File: src/rtl/pe_writeback.sv
// ============================================================================
//  Module      : pe_writeback
//  Description : Single-port register-file writeback stage. Merges ALU results
//                and in-order load returns, with a pending-load FIFO and a
//                1-entry skid register for ALU results that lose arbitration.
//  Revision    : 1.0 - initial release
// ============================================================================
`default_nettype none

module pe_writeback #(
    parameter int DATA_WIDTH = 32,
    parameter int ADDR_WIDTH = 5,
    parameter int LQ_DEPTH   = 2
) (
    input  logic                        iClk,
    input  logic                        iReset,
    input  logic                        iEX_Valid,
    input  logic [DATA_WIDTH-1:0]       iEX_Result,
    input  logic [ADDR_WIDTH-1:0]       iEX_RF_Write_Addr,
    input  logic                        iEX_Load_Issue,
    input  logic                        iLSU_Valid,
    input  logic [DATA_WIDTH-1:0]       iLSU_Load_Data,
    output logic [ADDR_WIDTH-1:0]       oWB_RF_Write_Addr,
    output logic [DATA_WIDTH-1:0]       oWB_RF_Write_Data,
    output logic                        oWB_RF_Write_Enable,
    output logic                        oStall,
    output logic [$clog2(LQ_DEPTH):0]   oLQ_Count,
    output logic                        oError
);

    localparam int PTR_W = $clog2(LQ_DEPTH);
    localparam int CNT_W = PTR_W + 1;
    localparam logic [CNT_W-1:0] LQ_FULL = CNT_W'(LQ_DEPTH);

    typedef enum logic [0:0] {
        ST_RUN  = 1'b0,
        ST_HOLD = 1'b1
    } state_t;

    state_t                 state;
    state_t                 next_state;

    logic [ADDR_WIDTH-1:0]  lq_addr [LQ_DEPTH];
    logic [PTR_W-1:0]       wr_ptr;
    logic [PTR_W-1:0]       rd_ptr;
    logic [CNT_W-1:0]       lq_count;
    logic [CNT_W-1:0]       lq_count_nxt;

    logic [ADDR_WIDTH-1:0]  skid_addr;
    logic [DATA_WIDTH-1:0]  skid_data;

    logic [ADDR_WIDTH-1:0]  wb_addr;
    logic [DATA_WIDTH-1:0]  wb_data;
    logic                   wb_en;
    logic                   error;

    logic                   stall;
    logic                   push;
    logic                   pop;
    logic                   accept_alu;
    logic                   lsu_orphan;
    logic                   dual_issue;
    logic                   skid_load;
    logic                   do_write;
    logic [ADDR_WIDTH-1:0]  wb_addr_nxt;
    logic [DATA_WIDTH-1:0]  wb_data_nxt;
    logic                   wb_en_nxt;

    // Stall depends only on registered state so EX never sees a comb loop.
    assign stall      = (state == ST_HOLD) || (lq_count == LQ_FULL);
    assign push       = iEX_Load_Issue && !stall;
    assign accept_alu = iEX_Valid && !iEX_Load_Issue && !stall;
    assign dual_issue = iEX_Valid && iEX_Load_Issue && !stall;
    assign pop        = iLSU_Valid && (lq_count != '0);
    assign lsu_orphan = iLSU_Valid && (lq_count == '0);

    always_ff @(posedge iClk) begin
        if (iReset) begin
            state <= ST_RUN;
        end else begin
            state <= next_state;
        end
    end

    // Load return always wins the single write port; ALU falls back to skid.
    always_comb begin
        next_state  = state;
        skid_load   = 1'b0;
        do_write    = 1'b0;
        wb_addr_nxt = wb_addr;
        wb_data_nxt = wb_data;
        if (pop) begin
            do_write    = 1'b1;
            wb_addr_nxt = lq_addr[rd_ptr];
            wb_data_nxt = iLSU_Load_Data;
            if (accept_alu) begin
                skid_load  = 1'b1;
                next_state = ST_HOLD;
            end
        end else if (state == ST_HOLD) begin
            do_write    = 1'b1;
            wb_addr_nxt = skid_addr;
            wb_data_nxt = skid_data;
            next_state  = ST_RUN;
        end else if (accept_alu) begin
            do_write    = 1'b1;
            wb_addr_nxt = iEX_RF_Write_Addr;
            wb_data_nxt = iEX_Result;
        end
        // r0 and r1 are read-only: the slot is consumed but no strobe issued.
        wb_en_nxt = do_write && (|wb_addr_nxt[ADDR_WIDTH-1:1]);
    end

    always_comb begin
        lq_count_nxt = lq_count;
        case ({push, pop})
            2'b10:   lq_count_nxt = lq_count + CNT_W'(1);
            2'b01:   lq_count_nxt = lq_count - CNT_W'(1);
            default: lq_count_nxt = lq_count;
        endcase
    end

    always_ff @(posedge iClk) begin
        if (iReset) begin
            wr_ptr    <= '0;
            rd_ptr    <= '0;
            lq_count  <= '0;
            skid_addr <= '0;
            skid_data <= '0;
            wb_addr   <= '0;
            wb_data   <= '0;
            wb_en     <= 1'b0;
            error     <= 1'b0;
        end else begin
            if (push) begin
                wr_ptr <= wr_ptr + PTR_W'(1);
            end
            if (pop) begin
                rd_ptr <= rd_ptr + PTR_W'(1);
            end
            lq_count <= lq_count_nxt;
            if (skid_load) begin
                skid_addr <= iEX_RF_Write_Addr;
                skid_data <= iEX_Result;
            end
            wb_addr <= wb_addr_nxt;
            wb_data <= wb_data_nxt;
            wb_en   <= wb_en_nxt;
            error   <= error || lsu_orphan || dual_issue;
        end
    end

    // Queue storage needs no reset; validity is tracked by the pointers.
    always_ff @(posedge iClk) begin
        if (push) begin
            lq_addr[wr_ptr] <= iEX_RF_Write_Addr;
        end
    end

    assign oWB_RF_Write_Addr   = wb_addr;
    assign oWB_RF_Write_Data   = wb_data;
    assign oWB_RF_Write_Enable = wb_en;
    assign oStall              = stall;
    assign oLQ_Count           = lq_count;
    assign oError              = error;

endmodule

`default_nettype wire

File: config.mk
export PLATFORM = sky130hd
export DESIGN_NAME = pe_writeback
export DESIGN_NICKNAME = d
export VERILOG_FILES = /design/src/rtl/pe_writeback.sv
export SDC_FILE = /design/constraint.sdc
export NUM_CORES = 1
export LEC_CHECK = 0
export CELL_PAD_IN_SITES_DETAIL_PLACEMENT = 1
export CELL_PAD_IN_SITES_GLOBAL_PLACEMENT = 2
export CORE_MARGIN = 2
export CORE_UTILIZATION = 29
export CTS_CLUSTER_SIZE = 40
export DETAILED_ROUTE_END_ITERATION = 7
export PLACE_DENSITY = 0.94
export SYNTH_ARGS = -nofsm -noshare
export SYNTH_HDL_FRONTEND = slang
export SYNTH_SLANG_ARGS = --single-unit
File: constraint.sdc
create_clock -name iClk -period 5.2 [get_ports iClk]
set_input_delay 0.52 -clock iClk [delete_from_list [all_inputs] [get_ports iClk]]
set_output_delay 0.52 -clock iClk [all_outputs]
set_load 0.01 [all_outputs]
==> flow_summary.json <==
{
  "final_cell_mix": "clkdlybuf4s50_1 (114), dfxtp_1 (81), nand2_1 (80), a21oi_1 (75), nor2_1 (73)",
  "r2r_slack_ns": 2.63,
  "synth_nets": 542,
  "grt_overflow": 0,
  "cts_setup_buffers": 0,
  "cp_max_fo": 27,
  "design.die.area_um2": 14800,
  "grt_pass1_wl_um": 18600,
  "layout_commonest_cell": "clkdlybuf4s50_1",
  "p_per_area_nw_per_um2": 462,
  "num_rows": 42,
  "yosysTopAreaCellShare_pct": 41.0,
  "drtIter0Drc": 242,
  "crit_chain": "buf_4, nor2_1, inv_1, clkdlybuf4s50_1",
  "fin_crit_sh_pct": 53.9,
  "clock_path_buffers": 2,
  "synth_simple_gate_area_share_pct": 17.6,
  "die_x_um": 122,
  "finalHoldViolations": 0,
  "hpwl_um": 7830,
  "avgSynthCellArea_um2": 8.57,
  "worstSkewPairLatency_ns": 0.35,
  "cts_hold_repair.buffers": 0,
  "synthFlopType": "dfxtp_1",
  "cp_slowest_cell": "dfxtp_2",
  "finalWirelength_um": 11700,
  "wire_per_inst_um": 15.8,
  "fmax_mhz": 357,
  "initial_core_util_pct": 30.0,
  "critical_path_class": "reg -> out",
  "antenna_found_initial": 0,
  "portBuffers": 115,
  "use_met2_pct": 28.1,
  "fin_area_um2": 5600,
  "nets": 636,
  "finalSetupViolations": 0,
  "placed_area_um2": 5250,
  "cp.required_ns": 4.68,
  "yosys.area.top_type": "dfxtp_1",
  "seq_area_frac_synth_pct": 48.5,
  "slowest_delay_ns": 0.60,
  "synth_top_family_by_area": "compound AO/OA/AOI/OAI gates",
  "cts-root-buf": "clkbuf_16",
  "via_per_inst": 4.91,
  "grt_busiest_layer": "met2",
  "leakagePower_uw": 0.00192,
  "grt_setup_unrepaired": "no",
  "start_kind": "flop",
  "maxCapViolations": 0,
  "cts_tree": "built",
  "dr_total_vias": 3644,
  "synth_seq_cells": 92,
  "grt_usage_pct": 16.2,
  "power_uw": 2590,
  "antenna_cells": 0,
  "setup-tns-final_ns": 0,
  "run_status": "completed",
  "io_pins": 116,
  "grtUsageMet1_pct": 19.0,
  "htreeDepth": 3,
  "synth_fa_ha_area_share_pct": 0.313,
  "ys_async_sr_fraction_pct": 0,
  "firstDrtPassIters": 4,
  "hp-class": "reg -> reg",
  "grtUsageMet3_pct": 4.14,
  "synth_cell_types": 37,
  "grt_pass1_vias": 3728,
  "cts.sinks": 92,
  "die-height_um": 122,
  "synth_compound_area_share_pct": 18.8,
  "worst_ep_arrival_time_ns": 2.28,
  "clk_pin_slew_ns": 0.06,
  "drcViolationCount": 0,
  "vdd_drop_max_uv": 137,
  "gp_congestion": 0.755,
  "grt_max_degree": 83,
  "finalCriticalPeriod_ns": 2.80,
  "endpoint_kind": "primary output",
  "numCtsBuffers": 9,
  "area_delta_synth_final_pct": 39.8,
  "ant_nets": 0,
  "tightestPinTransition_ns": 1.12,
  "synth_warnings": 0,
  "synth_xor_area_share_pct": 0.875,
  "whs_ns": 0.454,
  "relSlewSlack_pct": 25.3,
  "ys_top_cells_by_area": "dfxtp_1 (41%), a21oi_1 (9.4%), mux2i_1 (8.8%)",
  "clock_skew_ns": 0.00549,
  "syn_inst": 467,
  "synth_mux_area_share_pct": 9.03,
  "slew_viol_final": 0,
  "netlist_area_um2": 4000,
  "core_um2": 13300,
  "post_cts_resize_count": 0,
  "synth_edf_count": 10,
  "drive_gt1_share_pct": 5.30
}
==> cell families (layout without fill, tap and decap cells) <==
family                     count (synthesis)  count (layout)
and+or+nand+nor                          171             171
muxes                                     36              36
buffers and inverters                     40             139
xor gates and xnor gates                   4               4
adders and majority gates                  1               1
AOI/OAI and AO/OA                        123             123
DFF                                       92              92
==> critical path: cells and delay by family, from the launching register on <==
family	cells	cell delay, ns
buffers and inverters	3	1.12
flip-flops	1	0.60
AND/OR/NAND/NOR	1	0.19
==> per-stage QoR <==
stage                     std cells  worst slack, ns  utilization [%]
after floorplan                 467             3.47                -
after global placement          726             2.35             39.3
after detailed placement        726             2.19             39.3
after CTS                       742             2.37             41.9
after global routing            742             2.29             41.9
final                           742             2.40             41.9
==> worst paths after layout <==
check	startpoint	endpoint	cells past startpoint
setup reg to reg	state	oWB_RF_Write_Data[16]	6
hold reg to reg	skid_data[25]	skid_data[25]	2
hold / removal	skid_data[25]	skid_data[25]	2
setup / recovery	state	oStall	4
==> cells in the mapped netlist, types with 3 or more instances <==
| cell type | instances |
|---|---|
| a311oi_1 | 3 |
| buf_2 | 15 |
| a21oi_1 | 75 |
| o21ai_0 | 3 |
| edfxtp_1 | 10 |
| clkbuf_1 | 14 |
| nor2b_1 | 3 |
| nor3_1 | 3 |
| buf_4 | 5 |
| nand2_1 | 80 |
| nor2_1 | 73 |
| a221o_1 | 3 |
| dfxtp_1 | 82 |
| inv_1 | 3 |
| a211oi_1 | 35 |
| mux2i_1 | 35 |
==> flip-flops by register name, summed over array words and instances, names as in the netlist, named ones only <==
register             cells
wr_ptr                   1
oWB_RF_Write_Addr        5
oError                   1
oWB_RF_Write_Enable      1
oLQ_Count                2
lq_addr                 10
skid_data               32
state                    1
skid_addr                5
rd_ptr                   1
oWB_RF_Write_Data       32
==> layer usage <==
metal | up-vias | share of wire, %
li1 | 1801 | -
met1 | 1755 | 44
met2 | 69 | 50
met3 | 19 | 4.8
met4 | 0 | 1.8
met5 | - | 0
==> area by class of cell <==
type	count	area, µm²
sequential	92	1940
inverter	4	17.5
tap	176	220
multi-input combinational	335	1880
clock buffer	12	256
fill	1564	7750
clock inverter	4	95.1
timing repair buffer	119	1190
==> where the power goes <==
group | leakage, µW | internal, µW | switching (µW)
logic | 0.000983 | 407 | 455
clock network | 0.000173 | 496 | 280
registers | 0.000763 | 853 | 96.0
total | 0.00192 | 1760 | 831
No activity file was read; power rests on OpenSTA's default activity.
